`config.mk`:
```
export PLATFORM = sky130hd
export DESIGN_NAME = tx_line_formatter
export DESIGN_NICKNAME = d
export VERILOG_FILES = /design/src/rtl/tx_fmt_pkg.sv /design/src/rtl/tx_fmt_fifo.sv /design/src/rtl/tx_line_formatter.sv
export SDC_FILE = /design/constraint.sdc
export NUM_CORES = 1
export LEC_CHECK = 0
export ABC_AREA = 1
export CAP_MARGIN = 20
export CORE_MARGIN = 5
export CORE_UTILIZATION = 30
export DETAILED_ROUTE_END_ITERATION = 10
export HOLD_SLACK_MARGIN = 0.1
export PLACE_DENSITY = 0.49
export SLEW_MARGIN = 20
export SYNTH_ARGS = -nofsm -noshare
export SYNTH_HDL_FRONTEND = slang
export SYNTH_SLANG_ARGS = --single-unit
```
`constraint.sdc`:
```
create_clock -name clk -period 3.1 [get_ports clk]
set_input_delay 0.775 -clock clk [delete_from_list [all_inputs] [get_ports clk]]
set_output_delay 0.775 -clock clk [all_outputs]
set_load 0.01 [all_outputs]
```
`src/rtl/tx_fmt_pkg.sv`:
```
// Shared constants for the UART line formatter: ASCII codes, FSM state encoding
// and the BCD-nibble-to-ASCII helper.
package tx_fmt_pkg;

  localparam logic [7:0] ASC_PLUS  = 8'h2B;
  localparam logic [7:0] ASC_MINUS = 8'h2D;
  localparam logic [7:0] ASC_ZERO  = 8'h30;
  localparam logic [7:0] ASC_CR    = 8'h0D;
  localparam logic [7:0] ASC_LF    = 8'h0A;
  localparam logic [7:0] ASC_SPACE = 8'h20;
  localparam logic [7:0] ASC_QMARK = 8'h3F;

  typedef enum logic [2:0] {
    S_IDLE  = 3'd0,
    S_LOAD  = 3'd1,
    S_SIGN  = 3'd2,
    S_DIGIT = 3'd3,
    S_CR    = 3'd4,
    S_LF    = 3'd5
  } tx_state_e;

  // Valid BCD nibbles map to '0'..'9'; anything above 9 is flagged as '?'.
  function automatic logic [7:0] digit_ascii(input logic [3:0] nib);
    return (nib > 4'd9) ? ASC_QMARK : (ASC_ZERO + {4'h0, nib});
  endfunction

endpackage

```
`src/rtl/tx_fmt_fifo.sv`:
```
// Pending-line queue. When full, a push with no simultaneous pop overwrites the
// newest entry so the latest value always survives, and flags overflow.
module tx_fmt_fifo #(
  parameter int unsigned WIDTH = 13,
  parameter int unsigned DEPTH = 4
) (
  input  logic                   clk,
  input  logic                   reset,
  input  logic                   push,
  input  logic                   pop,
  input  logic [WIDTH-1:0]       wdata,
  output logic [WIDTH-1:0]       rdata,
  output logic                   empty,
  output logic [$clog2(DEPTH):0] level,
  output logic                   overflow
);

  localparam int unsigned AW = $clog2(DEPTH);
  localparam int unsigned LW = AW + 1;

  logic [WIDTH-1:0] mem_q [DEPTH];
  logic [AW-1:0]    wr_ptr_q, rd_ptr_q;
  logic [LW-1:0]    count_q;
  logic             overflow_q;
  logic             full, do_push, do_pop, do_over;

  assign empty    = (count_q == '0);
  assign full     = (count_q == LW'(DEPTH));
  assign do_pop   = pop && !empty;
  assign do_push  = push && (!full || do_pop);
  assign do_over  = push && full && !do_pop;
  assign rdata    = mem_q[rd_ptr_q];
  assign level    = count_q;
  assign overflow = overflow_q;

  // Storage: no reset needed, validity is tracked by the pointers and count.
  always_ff @(posedge clk) begin
    if (do_push) begin
      mem_q[wr_ptr_q] <= wdata;
    end else if (do_over) begin
      mem_q[wr_ptr_q - AW'(1)] <= wdata;
    end
  end

  // Pointers, occupancy and the registered overflow pulse.
  always_ff @(posedge clk) begin
    if (reset) begin
      wr_ptr_q   <= '0;
      rd_ptr_q   <= '0;
      count_q    <= '0;
      overflow_q <= 1'b0;
    end else begin
      overflow_q <= do_over;
      if (do_push) wr_ptr_q <= wr_ptr_q + AW'(1);
      if (do_pop)  rd_ptr_q <= rd_ptr_q + AW'(1);
      case ({do_push, do_pop})
        2'b10:   count_q <= count_q + LW'(1);
        2'b01:   count_q <= count_q - LW'(1);
        default: count_q <= count_q;
      endcase
    end
  end

endmodule

```
`src/rtl/tx_line_formatter.sv`:
```
// Turns every change of the signed BCD amount into one ASCII line for uart_tx:
// sign, DIGITS digits, then CR LF (or LF only). Changes are queued in a FIFO and
// each line is sent from a snapshot, so digits never mix between values.
// Optional feature macro: TX_FMT_LZ_BLANK_EN (leading zeros sent as spaces).
module tx_line_formatter
  import tx_fmt_pkg::*;
#(
  parameter int unsigned DIGITS     = 3,
  parameter int unsigned FIFO_DEPTH = 4,
  parameter int unsigned EOL_CRLF   = 1
) (
  input  logic                        clk,
  input  logic                        reset,
  input  logic                        give_change,
  input  logic [4*DIGITS-1:0]         amount_bcd,
  input  logic                        tx_ready,
  output logic                        tx_dv,
  output logic [7:0]                  tx_byte,
  output logic                        busy,
  output logic [$clog2(FIFO_DEPTH):0] fifo_level,
  output logic                        overflow
);

  localparam int unsigned VAL_W = 1 + 4 * DIGITS;
  localparam int unsigned CNT_W = $clog2(DIGITS) + 1;

  tx_state_e        state_q, state_d;
  logic [CNT_W-1:0] dig_q, dig_d;
  logic [VAL_W-1:0] line_q, prev_val_q, cur_val, fifo_rdata;
  logic             prev_tx_ready_q, adv, push, pop, fifo_empty, blank;
  logic [3:0]       cur_nib;

  assign cur_val = {give_change, amount_bcd};
  assign push    = (cur_val != prev_val_q);
  // uart_tx drops tx_ready the cycle after it takes a byte; that edge means "sent".
  assign adv     = prev_tx_ready_q && !tx_ready;
  assign busy    = (state_q != S_IDLE) || !fifo_empty;

  tx_fmt_fifo #(
    .WIDTH (VAL_W),
    .DEPTH (FIFO_DEPTH)
  ) u_fifo (
    .clk      (clk),
    .reset    (reset),
    .push     (push),
    .pop      (pop),
    .wdata    (cur_val),
    .rdata    (fifo_rdata),
    .empty    (fifo_empty),
    .level    (fifo_level),
    .overflow (overflow)
  );

  // Change detect: tracks inputs even in reset, so reset alone never queues a line.
  always_ff @(posedge clk) begin
    prev_val_q <= cur_val;
  end

  // State, digit index, line snapshot and tx_ready history.
  always_ff @(posedge clk) begin
    if (reset) begin
      state_q         <= S_IDLE;
      dig_q           <= '0;
      line_q          <= '0;
      prev_tx_ready_q <= 1'b0;
    end else begin
      state_q         <= state_d;
      dig_q           <= dig_d;
      prev_tx_ready_q <= tx_ready;
      if (state_q == S_LOAD) line_q <= fifo_rdata;
    end
  end

  // Next-state logic; the FIFO head is popped during the single LOAD cycle.
  always_comb begin
    state_d = state_q;
    dig_d   = dig_q;
    pop     = 1'b0;
    unique case (state_q)
      S_IDLE: if (!fifo_empty) state_d = S_LOAD;
      S_LOAD: begin
        pop     = 1'b1;
        state_d = S_SIGN;
      end
      S_SIGN: if (adv) begin
        state_d = S_DIGIT;
        dig_d   = CNT_W'(DIGITS - 1);
      end
      S_DIGIT: if (adv) begin
        if (dig_q == '0) state_d = (EOL_CRLF != 0) ? S_CR : S_LF;
        else             dig_d   = dig_q - CNT_W'(1);
      end
      S_CR: if (adv) state_d = S_LF;
      S_LF: if (adv) state_d = fifo_empty ? S_IDLE : S_LOAD;
      default: state_d = S_IDLE;
    endcase
  end

  // Select the nibble addressed by the digit index (index 0 is the last digit).
  always_comb begin
    cur_nib = 4'h0;
    for (int unsigned i = 0; i < DIGITS; i++) begin
      if (dig_q == CNT_W'(i)) cur_nib = line_q[4*i +: 4];
    end
  end

`ifdef TX_FMT_LZ_BLANK_EN
  // Blank a zero digit while every more-significant digit is also zero; never the last one.
  always_comb begin
    blank = (cur_nib == 4'h0) && (dig_q != '0);
    for (int unsigned i = 0; i < DIGITS; i++) begin
      if ((CNT_W'(i) > dig_q) && (line_q[4*i +: 4] != 4'h0)) blank = 1'b0;
    end
  end
`else
  // All digits are sent numerically.
  always_comb begin
    blank = 1'b0;
  end
`endif

  // Byte mux: driven only from the state and the snapshot, never from live inputs.
  always_comb begin
    tx_byte = 8'h00;
    tx_dv   = 1'b0;
    unique case (state_q)
      S_SIGN: begin
        tx_byte = line_q[VAL_W-1] ? ASC_MINUS : ASC_PLUS;
        tx_dv   = tx_ready;
      end
      S_DIGIT: begin
        tx_byte = blank ? ASC_SPACE : digit_ascii(cur_nib);
        tx_dv   = tx_ready;
      end
      S_CR: begin
        tx_byte = ASC_CR;
        tx_dv   = tx_ready;
      end
      S_LF: begin
        tx_byte = ASC_LF;
        tx_dv   = tx_ready;
      end
      default: begin
        tx_byte = 8'h00;
        tx_dv   = 1'b0;
      end
    endcase
  end

endmodule

```
==> flow_summary.yaml <==
drt:
  routed_via_density: 4.303
  antenna_left: 0
  drt_pass1_iterations: 5
  drc: 0
  wl_mm: 8.376
  drt_iter0_drc: 152
  routedWlPerCell_microns: 12.32
  num_vias: 2926
critical_path:
  crit_type: "reg2out"
  end_kind: "output pin"
  startpoint_type: "flip-flop"
  arrival_ns: 2.11
  cp_max_fo: 4
  cp.required_ns: 2.32
yosys:
  synth_edf_count: 52
  syn-cell-area_sq_um: 4113
  synth_xor_area_share_pct: 0.2130
  synth_seq_cells: 93
  synth.yosys.seq_area_share_pct: 57.93
  synth_top_family_by_area: "simple AND/OR/NAND/NOR gates"
  synthAdderAreaFrac_pct: 2.616
  synth_cell_types: 37
  yosysWarnings: 0
  netlist_instances: 458
  synthMuxAreaShare_pct: 0
  ys.flop_type: "edfxtp_1"
  synth_compound_area_share_pct: 12.53
  async_reset_ff_share_pct: 0
  syn_avg_cell_area_sq_um: 8.980
  synth-simple-area-share_pct: 17.04
timing:
  fin_worst_skew_ns: 0.005004
  tightest_slew_ns: 0.7646
  fin_crit_sh_pct: 93.01
  relSlewSlack_pct: 48.97
  finalHoldViolCount: 0
  clock.fmax_mhz: 346.8
  min_period_ns: 2.883
  rsz0062_at_grt: "no"
  setup_ws_ns: 0.2166
  slew_viol_final: 0
  setup_viol: 0
finish:
  antenna_cells: 0
  nets: 523
  area_growth_pct: 21.72
  nFillCells: 1345
  final_util_pct: 37.50
  final_layout_size_suffix_gt1_share_pct: 11.31
clocking:
  insertion_delay_ns: 0.34
  cts_buffer_depth: 2
  h-tree-depth: 3
  cts_buffers: 9
  clk_pin_slew_ns: 0.06
  cts_sinks: 93
  cts_tree: "built"
  cts_root_buf: "clkbuf_16"
floorplanning:
  dieArea_sq_um: 16150
  core-area_sq_um: 13350
  dieWidth_microns: 127.1
  ios: 30
  start_util_pct: 30.81
  die_y_microns: 127.1
  row_count: 42
power:
  peakVddDrop_mv: 0.2747
  leakage_nw: 2.170
  p_per_area_nw_per_um2: 759.5
  power_mw: 3.802
place:
  io_buffers: 27
  place_hpwl_mm: 5.785
  preCtsSetupSlack_ns: -0.03107
  place_congestion: 0.7731
hold_path:
  hp-class: "reg2reg"
global_routing:
  grt.total_usage_pct: 10.96
  overflow: 0
  grt_pass1_vias: 2842
  grt_antenna_before_repair: 0
  grt_max_degree: 28
  grt_first_pass_wirelength_mm: 13.79
run_status:
  status: "completed"
job:
  cap_violations: 0
==> critical path, stage by stage (launching register included) <==
cell           delay, ns
dfxtp_1             0.33
inv_1               0.11
ha_1                0.16
nand2_1             0.13
inv_1               0.10
nand3_1             0.07
nand3_1             0.06
o21ai_0             0.10
nand2_1             0.08
nand2_1             0.07
nand2_1             0.07
nand2_1             0.05
a21oi_1             0.15
dlygate4sd2_1       0.29
==> routing by layer <==
metal / vias up / track usage [%] / wire length (microns)
met5: - / 0 / 0
met4: 0 / 3.091 / 120
met3: 13 / 3.589 / 401
met2: 49 / 17.78 / 3844
met1: 1295 / 14.06 / 4010
li1: 1569 / - / -
==> final timing paths <==
path,start,endpoint,slack (ns),cells after the start
max,dig_q[1]$_SDFFE_PP0P_,tx_byte[2],0.22,13
min,dig_q[1]$_SDFFE_PP0P_,dig_q[1]$_SDFFE_PP0P_,0.52,2
max reg2reg,prev_val_q[0]$_DFF_P_,u_fifo.level[2]$_SDFFE_PP0P_,1.06,14
min reg2reg,dig_q[1]$_SDFFE_PP0P_,dig_q[1]$_SDFFE_PP0P_,0.52,2
==> power breakdown <==
group          switching (mW)  internal, mW  leakage [nW]
Combinational           0.653         0.404          1.20
Clock                   0.476         0.575         0.134
Sequential              0.105          1.59         0.830
==> logic make-up (layout without fill, tap and decap cells) <==
group	Yosys count	in the layout
buffers and inverters	99	144
and+or+nand+nor	160	160
other	1	2
DFF	93	93
xor gates and xnor gates	1	1
AOI/OAI and AO/OA	96	96
adders and majority gates	8	8
==> per-stage QoR <==
stage               TNS [ns]  cell area [sq um]  cells  hold slack, ns
CTS                        0               4999    680          0.5129
finish                     0               5006    680          0.5186
detailed placement  -0.03107               4705    664          0.5082
global placement           0               4705    664          0.4959
global route               0               5006    680          0.5592
floorplan                  0               4116    459          0.4854
==> final cells by class <==
class / instances / area, sq um / share of cell area, %
sequential: 93 / 2382 / 47.59
multi-input combinational: 267 / 1356 / 27.09
timing repair buffer: 43 / 439.2 / 8.773
inverter: 85 / 321.6 / 6.423
clock buffer: 11 / 242.7 / 4.849
tap: 176 / 220.2 / 4.399
clock inverter: 5 / 43.79 / 0.8748
==> registers in the layout (all words and copies together) (netlist names) <==
name and flops:
u_fifo.overflow 1, prev_val_q 13, state_q 3, u_fifo.wr_ptr_q 2
u_fifo.rd_ptr_q 2, u_fifo.mem_q 52, prev_tx_ready_q 1, line_q 13
u_fifo.level 3, dig_q 3
==> cell usage in the layout, fill, tap and decap left out, types with 12 or more instances in the layout <==
master,instances
o21ai_0,45
nor2_1,56
buf_4,12
nand2_1,69
clkdlybuf4s50_1,23
o22ai_1,15
dfxtp_1,41
inv_1,77
edfxtp_1,52
a21oi_1,27
==> cell usage after synthesis, types with 2 or more instances <==
library cell,n,area [sq um]
nor2_2,3,18.77
edfxtp_1,52,1562
nand3_2,2,20.02
ha_1,7,87.58
a21oi_1,27,135.1
clkbuf_1,7,26.28
nand3_1,10,50.05
o21ai_1,3,15.01
o21ai_0,45,225.2
nor2_1,56,210.2
o22ai_1,15,93.84
inv_2,5,18.77
inv_1,78,292.8
nand4_1,3,18.77
nor3_1,6,30.03
dfxtp_1,41,820.8
nand2_2,5,31.28
nand2_1,70,262.8
buf_2,4,20.02
buf_4,2,15.01
==> repair_timing <==
item | in CTS | in global routing
gates resized for setup | 6 | 3
hold buffers | 0 | 0
setup buffers | 0 | 0
endpoints found under the setup margin | 4 | 3
No activity file was read; power rests on OpenSTA's default activity.
==> edit: new RTL, config.mk and constraints unchanged <==
Encoding of `tx_state_e`: now one-hot (6 bits for 6 states).
--- a/src/rtl/tx_fmt_pkg.sv
+++ b/src/rtl/tx_fmt_pkg.sv
@@ -10,13 +10,13 @@
   localparam logic [7:0] ASC_SPACE = 8'h20;
   localparam logic [7:0] ASC_QMARK = 8'h3F;
 
-  typedef enum logic [2:0] {
-    S_IDLE  = 3'd0,
-    S_LOAD  = 3'd1,
-    S_SIGN  = 3'd2,
-    S_DIGIT = 3'd3,
-    S_CR    = 3'd4,
-    S_LF    = 3'd5
+  typedef enum logic [5:0] {
+    S_IDLE  = 6'b000001,
+    S_LOAD  = 6'b000010,
+    S_SIGN  = 6'b000100,
+    S_DIGIT = 6'b001000,
+    S_CR    = 6'b010000,
+    S_LF    = 6'b100000
   } tx_state_e;
 
   // Valid BCD nibbles map to '0'..'9'; anything above 9 is flagged as '?'.
Formal check against the unedited RTL: no difference found for any inputs over 10 cycles, from zero or initial values and one cycle with reset high; not proved beyond that.
==> edit against the original RTL <==
- routed wire length up 9.7%
- setup slack got worse by 0.080 ns
- design area is 1.9% higher
- sequential cell count is 3 higher
- hold slack worse by 0.019 ns
- count of clock-buffer cells in the layout is 1 lower
- critical path depth decreased by 4
- utilization fell by 0.60 points
- fmax down 2.7%
- global-route usage is 0.93 points higher
- critical path type unchanged
- power down 4.8%
- synthesized area rose by 2.3%
- synthesized cell count is 1.7% lower
==> edit: results (changes against the original RTL) <==
[worst_setup_path]
crit_path_start=dig_q[0]$_SDFFE_PP0P_
slowest_delay_ns=0.56  ; +0.23 ns
slowest_stage=clkdlybuf4s50_1

[hold_path]
worstHoldStart=dig_q[0]$_SDFFE_PP0P_

[routing]
route.detailed.wl_per_inst_um=13.6  ; +10%
wirelength_mm=9.19  ; +9.7%
drt_iter0_markers=246  ; +62%
met1_length_mm=4.18  ; +4.2%
wl_met2_mm=4.39  ; +14%
drt_pass1_iterations=4  ; -1

[yosys]
synth-seq-area-share_pct=58.1  ; +0.14 points
syn_area_um2=4210  ; +2.3%
synth.distinct_cells=41  ; +11%
synthAdderAreaFrac_pct=1.67  ; -0.95 points
synth_area_leaders=edfxtp_1 (37%), dfxtp_1 (21%), nor2_1 (6.9%), nand2_1 (6.1%), o21ai_0 (4.8%)

[global_routing]
grt_pass1_vias=2928  ; +3.0%
grt_usage_pct=11.9  ; +0.93 points
grt_pass1_wl_mm=15.0  ; +8.7%
grt_use_met1_pct=14.8  ; +0.77 points
use_met3_pct=3.86  ; +0.27 points

[final_layout]
clkbuf_count=10  ; -1
area_share_nonclk_buffers_pct=8.31  ; -0.46 points
seq_cell_count=96  ; +3.2%
multi_input_area_um2=1510  ; +11%
sh_seq_area_pct=47.9  ; +0.28 points
fillers=1400  ; +4.1%

[placed_design]
dpl.cell_count=660  ; -0.60%
place_hpwl_mm=6.24  ; +7.9%
place_ws_ns=-0.0835  ; -0.0525 ns

[power_and_ir_drop]
p_sw_uw=1100  ; -11%

[sta]
max_slew.worst_pin.slew_ns=0.847  ; +0.0820 ns

[outcome]
status=completed

-- edit: changes by cell type after synthesis, sizes merged, moves of 4 or more --
cell | unedited run | this run
a21oi | 27 | 16
a31oi | 1 | 14
inv | 84 | 52
nand2 | 76 | 72
nand3 | 12 | 29
nor2 | 61 | 82
nor3 | 7 | 1
o22ai | 15 | 0
-- edit: how the worst min path moves through the flow --
stage | end | slack (ns)
finish | dig_q[0]$_SDFFE_PP0P_ | 0.50
global route | u_fifo.wr_ptr_q[1]$_SDFFE_PP0P_ | 0.53
CTS | dig_q[0]$_SDFFE_PP0P_ | 0.50
detailed placement | dig_q[0]$_SDFFE_PP0P_ | 0.49
global placement | dig_q[0]$_SDFFE_PP0P_ | 0.48
floorplan | dig_q[0]$_SDFFE_PP0P_ | 0.46
-- edit: what timing repair did --
action | in CTS | in global routing
buffers inserted | 0 | 0
setup endpoints to repair | 4 | 0
resized for setup | 9 | 0
